## src/rtl/axi_stream_header_arbiter.sv

```systemverilog
// Two-source round-robin arbiter in front of a header-insert datapath.
// A granted source sends one header, then its packet body; the grant is held until the last beat.
module axi_stream_header_arbiter #(
   parameter int DATA_WIDTH      = 32,
   parameter int DATA_BYTE_WIDTH = DATA_WIDTH / 8,
   parameter int BYTE_CNT_WIDTH  = $clog2(DATA_BYTE_WIDTH)
) (
   input  logic                         clk,
   input  logic                         rst,
   input  logic [1:0]                   s_valid_in,
   input  logic [2*DATA_WIDTH-1:0]      s_data_in,
   input  logic [2*DATA_BYTE_WIDTH-1:0] s_keep_in,
   input  logic [1:0]                   s_last_in,
   output logic [1:0]                   s_ready_in,
   input  logic [1:0]                   s_valid_insert,
   input  logic [2*DATA_WIDTH-1:0]      s_data_insert,
   input  logic [2*DATA_BYTE_WIDTH-1:0] s_keep_insert,
   input  logic [2*BYTE_CNT_WIDTH-1:0]  s_byte_insert_cnt,
   output logic [1:0]                   s_ready_insert,
   output logic                         valid_in,
   output logic [DATA_WIDTH-1:0]        data_in,
   output logic [DATA_BYTE_WIDTH-1:0]   keep_in,
   output logic                         last_in,
   input  logic                         ready_in,
   output logic                         valid_insert,
   output logic [DATA_WIDTH-1:0]        data_insert,
   output logic [DATA_BYTE_WIDTH-1:0]   keep_insert,
   output logic [BYTE_CNT_WIDTH-1:0]    byte_insert_cnt,
   input  logic                         ready_insert,
   output logic                         busy,
   output logic                         grant,
   output logic [15:0]                  pkt_cnt0,
   output logic [15:0]                  pkt_cnt1
);

   typedef enum logic [1:0] {IDLE, HDR, BODY} state_t;

   state_t state;
   logic   last_grant;
   logic   hdr_fire;
   logic   last_fire;

   assign busy      = (state != IDLE);
   assign hdr_fire  = (state == HDR) && valid_insert && ready_insert;
   assign last_fire = (state == BODY) && valid_in && ready_in && last_in;

   // Each channel is a pure mux of the granted source, live only in its own phase.
   always_comb begin
      // NOTE: every output gets a default before the case so no path leaves one unassigned (no latches).
      s_ready_in      = '0;
      s_ready_insert  = '0;
      valid_in        = 1'b0;
      data_in         = '0;
      keep_in         = '0;
      last_in         = 1'b0;
      valid_insert    = 1'b0;
      data_insert     = '0;
      keep_insert     = '0;
      byte_insert_cnt = '0;
      case (state)
         HDR: begin
            valid_insert           = s_valid_insert[grant];
            data_insert            = s_data_insert[grant*DATA_WIDTH +: DATA_WIDTH];
            keep_insert            = s_keep_insert[grant*DATA_BYTE_WIDTH +: DATA_BYTE_WIDTH];
            byte_insert_cnt        = s_byte_insert_cnt[grant*BYTE_CNT_WIDTH +: BYTE_CNT_WIDTH];
            s_ready_insert[grant]  = ready_insert;
         end
         BODY: begin
            valid_in           = s_valid_in[grant];
            data_in            = s_data_in[grant*DATA_WIDTH +: DATA_WIDTH];
            keep_in            = s_keep_in[grant*DATA_BYTE_WIDTH +: DATA_BYTE_WIDTH];
            last_in            = s_last_in[grant];
            s_ready_in[grant]  = ready_in;
         end
         default: ;
      endcase
   end

   // NOTE: state registers use non-blocking assignments so every flop samples pre-edge values.
   always_ff @(posedge clk or posedge rst) begin
      if (rst) begin
         state      <= IDLE;
         grant      <= 1'b0;
         last_grant <= 1'b1;
         pkt_cnt0   <= 16'd0;
         pkt_cnt1   <= 16'd0;
      end else begin
         case (state)
            IDLE: begin
               if (|s_valid_insert) begin
                  // On a tie the source that did not win last time goes next.
                  grant <= (&s_valid_insert) ? ~last_grant : s_valid_insert[1];
                  state <= HDR;
               end
            end
            HDR: begin
               if (hdr_fire) state <= BODY;
            end
            BODY: begin
               if (last_fire) begin
                  state      <= IDLE;
                  last_grant <= grant;
                  if (grant) pkt_cnt1 <= pkt_cnt1 + 16'd1;
                  else       pkt_cnt0 <= pkt_cnt0 + 16'd1;
               end
            end
            default: state <= IDLE;
         endcase
      end
   end

endmodule

```

## config.mk

```make
export PLATFORM = sky130hd
export DESIGN_NAME = axi_stream_header_arbiter
export DESIGN_NICKNAME = d
export VERILOG_FILES = /design/src/rtl/axi_stream_header_arbiter.sv
export SDC_FILE = /design/constraint.sdc
export NUM_CORES = 1
export LEC_CHECK = 0
export CAP_MARGIN = 15
export CORE_MARGIN = 5
export CORE_UTILIZATION = 31
export CTS_CLUSTER_DIAMETER = 200
export DETAILED_ROUTE_END_ITERATION = 10
export GPL_ROUTABILITY_DRIVEN = 0
export GPL_TIMING_DRIVEN = 0
export PLACE_DENSITY_LB_ADDON = 0.1
export SLEW_MARGIN = 0
export SYNTH_ARGS = -nofsm -noshare
export SYNTH_HDL_FRONTEND = slang
export SYNTH_SLANG_ARGS = --single-unit
```

## constraint.sdc

```tcl
create_clock -name clk -period 2.3 [get_ports clk]
set_input_delay 0.46 -clock clk [delete_from_list [all_inputs] [get_ports clk]]
set_output_delay 0.46 -clock clk [all_outputs]
set_load 0.1 [all_outputs]
```

==> results.cfg, run 1 <==
[status]
status = complete, no violations

[pwr]
power_density_nw_per_um2 = 1370
seqPwrFrac_pct = 8.6
vdd_ir_drop_max_mv = 1.42
power.net_switching_mw = 5.76
combPwrFrac_pct = 85.0
p_clk_share_pct = 6.4
swShare_pct = 65.4
p_leak_nw = 2.93
finalPower_mw = 8.81
internal_power_mw = 3.05

[yosys]
synth-warning-count = 0
synth.top_cell.area_share_pct = 30.8
ys_seq_area_share_pct = 31.7
synth_area_um2 = 2850
synth_top_cell_by_area = dfrtp_1
async_flop_share_pct = 100
ys.flop_type = dfrtp_1
syn_area_per_cell_um2 = 8.75
netlist_top_cells_area = dfrtp_1 31%, mux2i_1 26%, nor2_1 11%
synth_edf_count = 0
synth_nets = 485
syn_inst = 325
ys_types = 36
synth_seq_cells = 36

[timing]
drv_slew = 0
tns_ps = 0
fmax_mhz = 442
hold_viol = 0
skew_ps = 5.45
max_slew_margin_pct = 34.3
fin_hold_ws_ps = 475
finalCriticalPeriod_ps = 2260
period_share_pct = 98.3
tightest_slew_ps = 990
setup_violations = 0
setup_ws_ps = 39.1

[worst_setup_path]
cp.arrival_ps = 1800
worstPathMaxFanout = 2
crit_chain = clkdlybuf4s50_1
critPathKind = register to output port
rr_endpoint = pkt_cnt1[8]$_DFFE_PP0P_
setup.worst_path.end = pkt_cnt0[15]
slowest_stage = clkdlybuf4s50_1
critPathBufInv = 1
startpoint_type = register
cp_top_family = buffers and inverters
cp.depth = 1
r2r-start = state[0]$_DFFE_PP0P_
slowest_delay_ps = 1140
crit_start = pkt_cnt0[15]$_DFFE_PP0P_
rr_worst_depth = 5
r2r_setup_slack_ps = 300
crit_path_end_kind = output port
worstPathRequired_ps = 1840

[clock_tree]
cts_setup_buffers = 0
cts_made_buffers = 5
ctsLongestPathBuffers = 2
cts_tree = done
htreeDepth = 2
hold_buffers = 0
insertion_delay_ps = 290
cts.sinks = 36
root_buffer = clkbuf_8
path_clk_slew_ps = 80

[floorplan]
dieArea_um2 = 11200
dieHeight_um = 106
die-width_um = 106
ios = 273
num_rows = 35
core_area_um2 = 9110
initial_core_util_pct = 31.2

[final_layout]
final_common_cell = clkdlybuf4s50_1
diodes = 0
final_nets = 765
final_cell_mix = 158 x clkdlybuf4s50_1, 75 x mux2i_1, 70 x nor2_4, 67 x buf_4, 33 x dfrtp_1
num-fill-cells = 727
finalInstanceArea_um2 = 6420
area_growth_pct = 126
drive_gt1_share_pct = 32.8

[detailed_routing]
ant_nets = 0
drt-total-wl_um = 13100
wire_per_inst_um = 18.2
viasPerCell = 4.85
drt_pass1_iterations = 4
drc = 0
drt-initial-drc-count = 81
vias = 3476

[grt]
grt_first_pass_wirelength_um = 19900
antenna_found_initial = 0
grt_max_degree = 23
overflow = 0
grt_usage_pct = 22.6
grt_pass1_vias = 3644

[job]
maxCapViolations = 0

[placed_design]
numPortBuffers = 272
hpwlAfterDp_um = 11300
dpl_cell_area_um2 = 6320
pre_cts_ws_ps = -961

[worst_hold_path]
min-delay-path-class = register to register
-- cells by family (layout without fill, tap and decap cells) --
family | count (synthesis) | in the layout | synth area share [%]
compound gates | 8 | 8 | 1.72
flops | 36 | 36 | 31.7
fa+ha+maj | 2 | 2 | 0.879
simple gates | 145 | 145 | 25.1
buf+inv | 26 | 307 | 3.83
xor+xnor | 30 | 30 | 9.23
mux | 78 | 78 | 27.6
-- stage by stage --
step / util, % / cells
3_5_place_dp: 69.4 / 710
3_3_place_gp: 68.9 / 708
6_report: 70.5 / 717
2_1_floorplan: - / 325
5_1_grt: 70.5 / 717
4_1_cts: 69.5 / 717
-- power groups by stage --
stage	Sequential [mW]	Combinational [mW]	Clock, mW
3_3_place_gp	0.768	7.39	0
2_1_floorplan	0.978	5.60	0
3_5_place_dp	0.770	7.46	0
6_report	0.758	7.49	0.562
4_1_cts	0.756	7.48	0.576
5_1_grt	0.771	7.76	0.602
-- how the worst min path moves through the flow --
stage,startpoint,to,cells after the start,slack (ps)
detailed placement,pkt_cnt0[15]$_DFFE_PP0P_,pkt_cnt0[15]$_DFFE_PP0P_,1,460
CTS,pkt_cnt0[15]$_DFFE_PP0P_,pkt_cnt0[15]$_DFFE_PP0P_,1,470
global route,pkt_cnt0[15]$_DFFE_PP0P_,pkt_cnt0[15]$_DFFE_PP0P_,1,500
floorplan,last_grant$_DFFE_PP1P_,last_grant$_DFFE_PP1P_,2,460
global placement,pkt_cnt0[15]$_DFFE_PP0P_,pkt_cnt0[15]$_DFFE_PP0P_,1,460
finish,pkt_cnt0[15]$_DFFE_PP0P_,pkt_cnt0[15]$_DFFE_PP0P_,1,480
-- cell usage after synthesis (2+ instances only) --
library cell / instances
buf_2: 8
mux2i_1: 75
and4_1: 2
or4_4: 2
nor2_1: 81
dfrtp_1: 35
a21oi_1: 2
nor3_1: 8
nand2_1: 13
and3b_1: 2
nand2b_1: 2
xnor2_1: 17
ha_1: 2
clkbuf_1: 9
nand4_1: 13
mux2_2: 3
nor3_2: 4
xor2_1: 13
inv_1: 7
nand3_1: 10
o21ai_0: 2
-- sequential cells by signal, summed over array words and instances, names as in the netlist --
register / flops
state: 2
pkt_cnt0: 16
grant: 1
last_grant: 1
pkt_cnt1: 16
-- layout make-up --
class                           count  area [µm²]  share of cell area (%)
Clock inverter                      3        42.5                   0.663
Tap cell                          111         139                    2.16
Timing Repair Buffer              274        2690                    41.8
Sequential cell                    36         907                    14.1
Multi-Input combinational cell    263        2390                    37.2
Inverter                            7        26.3                   0.409
Clock buffer                        5        68.8                    1.07
Buffer                             18         161                    2.52
-- metal layers --
layer / vias up / GRT usage, % / wire [µm]
met2: 138 / 42.6 / 7190
met1: 1629 / 23.3 / 4450
met3: 22 / 8.02 / 1090
li1: 1687 / - / -
met5: - / 0 / 0
met4: 0 / 6.75 / 321
-- timing repair --
| action | 4_1_cts | 5_1_grt |
|---|---|---|
| hold endpoints to repair | 0 | 0 |
| setup endpoints to repair | 112 | 40 |
| resized for setup | 561 | 25 |
(Power assumes the default switching activity.)
==> inputs of run 2 (changes only) <==
GPL_TIMING_DRIVEN = not set   (was 0)
==> run 2 against run 1 <==
Combinational power up 20%. Final cell count grew 0.42%. Global-route usage grew 1.2 points. Hold slack got worse by 1.6 ps. Clock skew is essentially flat. Setup slack better by 95 ps. Largest cell class unchanged. Routed wire length grew 5.1%. First-iteration DRC count fell by 2.5%. Highest routed layer unchanged. Clock power down 4.1%. Non-clock buffer count up 3. Utilization grew 9.7 points. Via count up 1.9%.
==> results.cfg, run 2 (synthesis results as in run 1) <==
[timing]
rsz0062_at_grt = no
fmax_mhz = 462
max_slew_margin_pct = 72.4
finalCriticalPeriod_ps = 2170
setup_violations = 0
tightest_slew_ps = 412
drv_slew = 0
setup_ws_ps = 134
hold_viol = 0
skew_ps = 5.89
period_share_pct = 94.2

[clock_tree]
cts.sinks = 36
insertion_delay_ps = 290
htreeDepth = 2
cts_made_buffers = 5
cts_tree = done
root_buffer = clkbuf_8
path_clk_slew_ps = 70
ctsLongestPathBuffers = 2
hold_buffers = 0

[detailed_routing]
wire_per_inst_um = 19.1
drt-initial-drc-count = 79
viasPerCell = 4.92
ant_nets = 0
drt-total-wl_um = 13700
drt_pass1_iterations = 4
vias = 3543
drc = 0

[floorplan]
dieArea_um2 = 11200
die-width_um = 106
core_area_um2 = 9110
ios = 273
num_rows = 35
dieHeight_um = 106
initial_core_util_pct = 31.2

[pwr]
power_density_nw_per_um2 = 1420
vdd_ir_drop_max_mv = 1.38
p_leak_nw = 3.09

[placed_design]
dpl_cell_area_um2 = 7140
dp_cells = 708
numPortBuffers = 272
hpwlAfterDp_um = 12200
pre_cts_ws_ps = 170

[grt]
grt_max_degree = 23
grt_use_met2_pct = 45.1
use_met1_pct = 23.7
grt_usage_pct = 23.8
overflow = 0
grt_first_pass_wirelength_um = 21000
grt_pass1_vias = 3866
grt_use_met3_pct = 9.31
antenna_found_initial = 0
grt_most_used_layer = met2

[final_layout]
num-fill-cells = 556
final_common_cell = clkdlybuf4s50_1
reg.largest.list = pkt_cnt0: 16 flops, pkt_cnt1: 16 flops, state: 2 flops
diodes = 0
final_cell_mix = 157 x clkdlybuf4s50_1, 89 x buf_12, 75 x mux2i_1, 70 x nor2_4, 48 x buf_4
drive_gt1_share_pct = 38.4
area_growth_pct = 156
finalInstanceArea_um2 = 7300
final_nets = 768
fin_cells = 720
final_util_pct = 80.1

[worst_setup_path]
crit_path_end_kind = output port
cp.arrival_ps = 1710
crit_chain = buf_4 > mux2i_1 > nor2_4 > buf_12
slowest_delay_ps = 580
slowest_stage = dfrtp_4
startpoint_type = register
worstPathMaxFanout = 13
worstPathRequired_ps = 1840
critPathKind = register to output port

[job]
maxCapViolations = 0

[status]
status = complete, no violations

[worst_hold_path]
min-delay-path-class = register to register
[run 2: worst paths after layout]
path	end	depth (start not counted)	slack, ps	from
min in group asynchronous	pkt_cnt0[3]$_DFFE_PP0P_	3	490	rst
worst min register to register	pkt_cnt0[15]$_DFFE_PP0P_	1	470	pkt_cnt0[15]$_DFFE_PP0P_
worst min-delay path	pkt_cnt0[15]$_DFFE_PP0P_	1	470	pkt_cnt0[15]$_DFFE_PP0P_
max in group asynchronous	last_grant$_DFFE_PP1P_	3	1500	rst
worst max register to register	pkt_cnt0[15]$_DFFE_PP0P_	5	270	grant$_DFFE_PP0P_
worst max-delay path	data_in[30]	4	130	grant$_DFFE_PP0P_
[run 2: cell type report]
class | instances | area [µm²] | area share, %
clock inverters | 2 | 35.0 | 0.480
flip-flops and latches | 36 | 907 | 12.4
multi-input cells | 263 | 2390 | 32.8
clock buffers | 6 | 72.6 | 0.995
well taps | 111 | 139 | 1.90
repair buffers | 295 | 3720 | 51.0
inverters | 7 | 26.3 | 0.360
[run 2: power by group]
group          internal (mW)  switching, mW
clock network          0.321          0.217
registers              0.700          0.120
logic                   3.26           5.71
[run 2: through the flow]
stage / TNS (ps) / power (mW) / hold slack (ps)
4_1_cts: 0 / 10.4 / 480
6_report: 0 / 10.3 / 473
3_5_place_dp: 0 / 9.73 / 469
2_1_floorplan: -6570 / 6.58 / 456
5_1_grt: 0 / 10.7 / 517
3_3_place_gp: 0 / 9.64 / 463
[run 2: layer usage]
| layer | share of wire, % | wire length, µm |
|---|---|---|
| met5 | 0 | 0 |
| met2 | 55 | 7550 |
| met4 | 2.9 | 397 |
| met3 | 9.2 | 1270 |
| met1 | 33 | 4500 |
[run 2: what timing repair did]
action                                  4_1_cts  5_1_grt
resized for setup                             0        1
setup buffers                                 4        0
hold endpoints to repair                      0        0
endpoints found under the setup margin       12        2
[run 2: critical path: cells and delay by family (launching register included)]
family / cells / cell delay (ps)
mux: 1 / 340
flops: 1 / 580
buf+inv: 2 / 420
simple gates: 1 / 70
==> inputs of run 3 (changes only) <==
PLACE_DENSITY = 0.83   (was not set)
PLACE_DENSITY_LB_ADDON = not set   (was 0.1)
==> run 3 against run 2 <==
Hold slack improved by 7.0 ps. Sequential power rose by 2.4%. Non-clock buffer count fell by 2. Register-to-register slack got worse by 90 ps. Via count rose by 1.6%. Count of clock-buffer cells in the layout fell by 1. Clock power rose by 1%. Setup slack got worse by 50 ps. Flip-flop and latch count did not move. Combinational power rose by 0.7%. Critical endpoint is now data_in[3]. Largest cell class unchanged.
==> results.cfg, run 3 (synthesis results as in run 1) <==
[grt]
antenna_found_initial = 3
grt_first_pass_wirelength_um = 22200
grt_pass1_vias = 4016
overflow = 0
grt_usage_pct = 25.3
grt_max_degree = 37

[timing]
period_share_pct = 96.4
hold_viol = 0
finalCriticalPeriod_ps = 2220
fin_hold_ws_ps = 480
max_slew_margin_pct = 65.5
setup_violations = 0
rsz0062_at_grt = no
drv_slew = 0
skew_ps = 6.68
tightest_slew_ps = 518
fmax_mhz = 451

[pwr]
seqPwrFrac_pct = 8.1
power.net_switching_mw = 6.11
internal_power_mw = 4.30
p_leak_nw = 3.09
vdd_ir_drop_max_mv = 1.32
power_density_nw_per_um2 = 1420
p_clk_share_pct = 5.3
swShare_pct = 58.7
combPwrFrac_pct = 86.7

[detailed_routing]
drt-initial-drc-count = 124
vias = 3598
ant_nets = 0
viasPerCell = 4.98
wire_per_inst_um = 20.4
drt-total-wl_um = 14700
drc = 0
drt_pass1_iterations = 4

[worst_setup_path]
crit_path_end_kind = output port
rr_endpoint = pkt_cnt0[15]$_DFFE_PP0P_
critPathKind = register to output port
crit_chain = buf_12 > mux2i_1 > nor2_4 > buf_12
slowest_delay_ps = 610
cp.arrival_ps = 1760
worstPathMaxFanout = 28
rr_worst_depth = 4
setup.worst_path.end = data_in[3]
crit_top_cell = buf_12
r2r-start = state[1]$_DFFE_PP0P_
worstPathRequired_ps = 1840
crit_start = grant$_DFFE_PP0P_
startpoint_type = register
slowest_stage = dfrtp_4
r2r_setup_slack_ps = 180

[placed_design]
dpl_cell_area_um2 = 7130
hpwlAfterDp_um = 12600
numPortBuffers = 272

[status]
status = complete, no violations

[clock_tree]
hold_buffers = 0
root_buffer = clkbuf_8
cts_made_buffers = 5
path_clk_slew_ps = 80
htreeDepth = 2
cts.sinks = 36
insertion_delay_ps = 280
cts_tree = done
ctsLongestPathBuffers = 2

[floorplan]
dieArea_um2 = 11200
ios = 273
initial_core_util_pct = 31.2
die-width_um = 106
core_area_um2 = 9110
num_rows = 35
dieHeight_um = 106

[final_layout]
final_common_cell = clkdlybuf4s50_1
num-fill-cells = 527
finalInstanceArea_um2 = 7320
final_cell_mix = 157 x clkdlybuf4s50_1, 90 x buf_12, 73 x mux2i_1, 70 x nor2_4, 45 x buf_4
drive_gt1_share_pct = 38.7
final_nets = 767
reg.largest.list = pkt_cnt0: 16 flops, pkt_cnt1: 16 flops, state: 2 flops
area_growth_pct = 157

[worst_hold_path]
min-delay-path-class = register to register

[job]
maxCapViolations = 0
## run 3: cell count changes in the layout (fill, tap and decap cells not counted), sizes merged
cell      delta
buf          -2
clkbuf       -1
clkinvlp     +1
diode        +3
nand2b       +1
## run 3: power by group through the flow
stage | clock network [mW] | logic, mW | registers, mW
after floorplan | 0 | 5.60 | 0.978
after global placement | 0 | 8.80 | 0.870
after detailed placement | 0 | 8.89 | 0.874
after CTS | 0.556 | 8.97 | 0.828
after global routing | 0.587 | 9.29 | 0.853
final | 0.547 | 9.03 | 0.840
## run 3: how the worst min path moves through the flow
stage | cells past startpoint | to | start
floorplan | 2 | last_grant$_DFFE_PP1P_ | last_grant$_DFFE_PP1P_
global placement | 1 | pkt_cnt0[15]$_DFFE_PP0P_ | pkt_cnt0[15]$_DFFE_PP0P_
detailed placement | 1 | pkt_cnt1[15]$_DFFE_PP0P_ | pkt_cnt1[15]$_DFFE_PP0P_
CTS | 1 | pkt_cnt1[15]$_DFFE_PP0P_ | pkt_cnt1[15]$_DFFE_PP0P_
global route | 1 | pkt_cnt1[15]$_DFFE_PP0P_ | pkt_cnt1[15]$_DFFE_PP0P_
finish | 1 | pkt_cnt1[15]$_DFFE_PP0P_ | pkt_cnt1[15]$_DFFE_PP0P_
## run 3: area by class of cell
cell class                      instances  area, µm²  share of cell area (%)
Multi-Input combinational cell        264       2410                    32.9
Timing Repair Buffer                  293       3720                    50.8
Sequential cell                        36        906                    12.4
Clock buffer                            5       68.8                   0.940
Clock inverter                          3       42.5                   0.581
Inverter                                7       26.3                   0.359
Antenna cell                            3       7.51                   0.103
Tap cell                              111        139                    1.90
## run 3: timing repair
action,CTS,global route
hold endpoints to repair,0,0
setup buffers,1,6
setup endpoints to repair,11,41
resized for setup,0,2
cloned,0,1
## run 3: through the flow
stage               total power [mW]  util (%)  setup TNS [ps]  instances  setup slack (ps)
CTS                             10.4      79.6               0        712              18.3
floorplan                       6.58         -           -6570        325              -753
finish                          10.4      80.4               0        722              83.3
detailed placement              9.77      78.3               0        703              22.5
global placement                9.66      78.3               0        703               124
global route                    10.7      80.4               0        722              7.19
## run 3: critical path, delay by kind of cell (launching register included)
family	cells	cell delay, ps
buf+inv	2	440
flops	1	610
mux	1	350
simple gates	1	70
## run 3: layer usage
layer / vias to the layer above / GRT usage (%) / share of wire [%]
li1: 1695 / - / -
met1: 1722 / 25.1 / 33
met2: 151 / 48.6 / 57
met3: 30 / 7.23 / 7.2
met4: 0 / 10.3 / 3.2
met5: - / 0 / 0
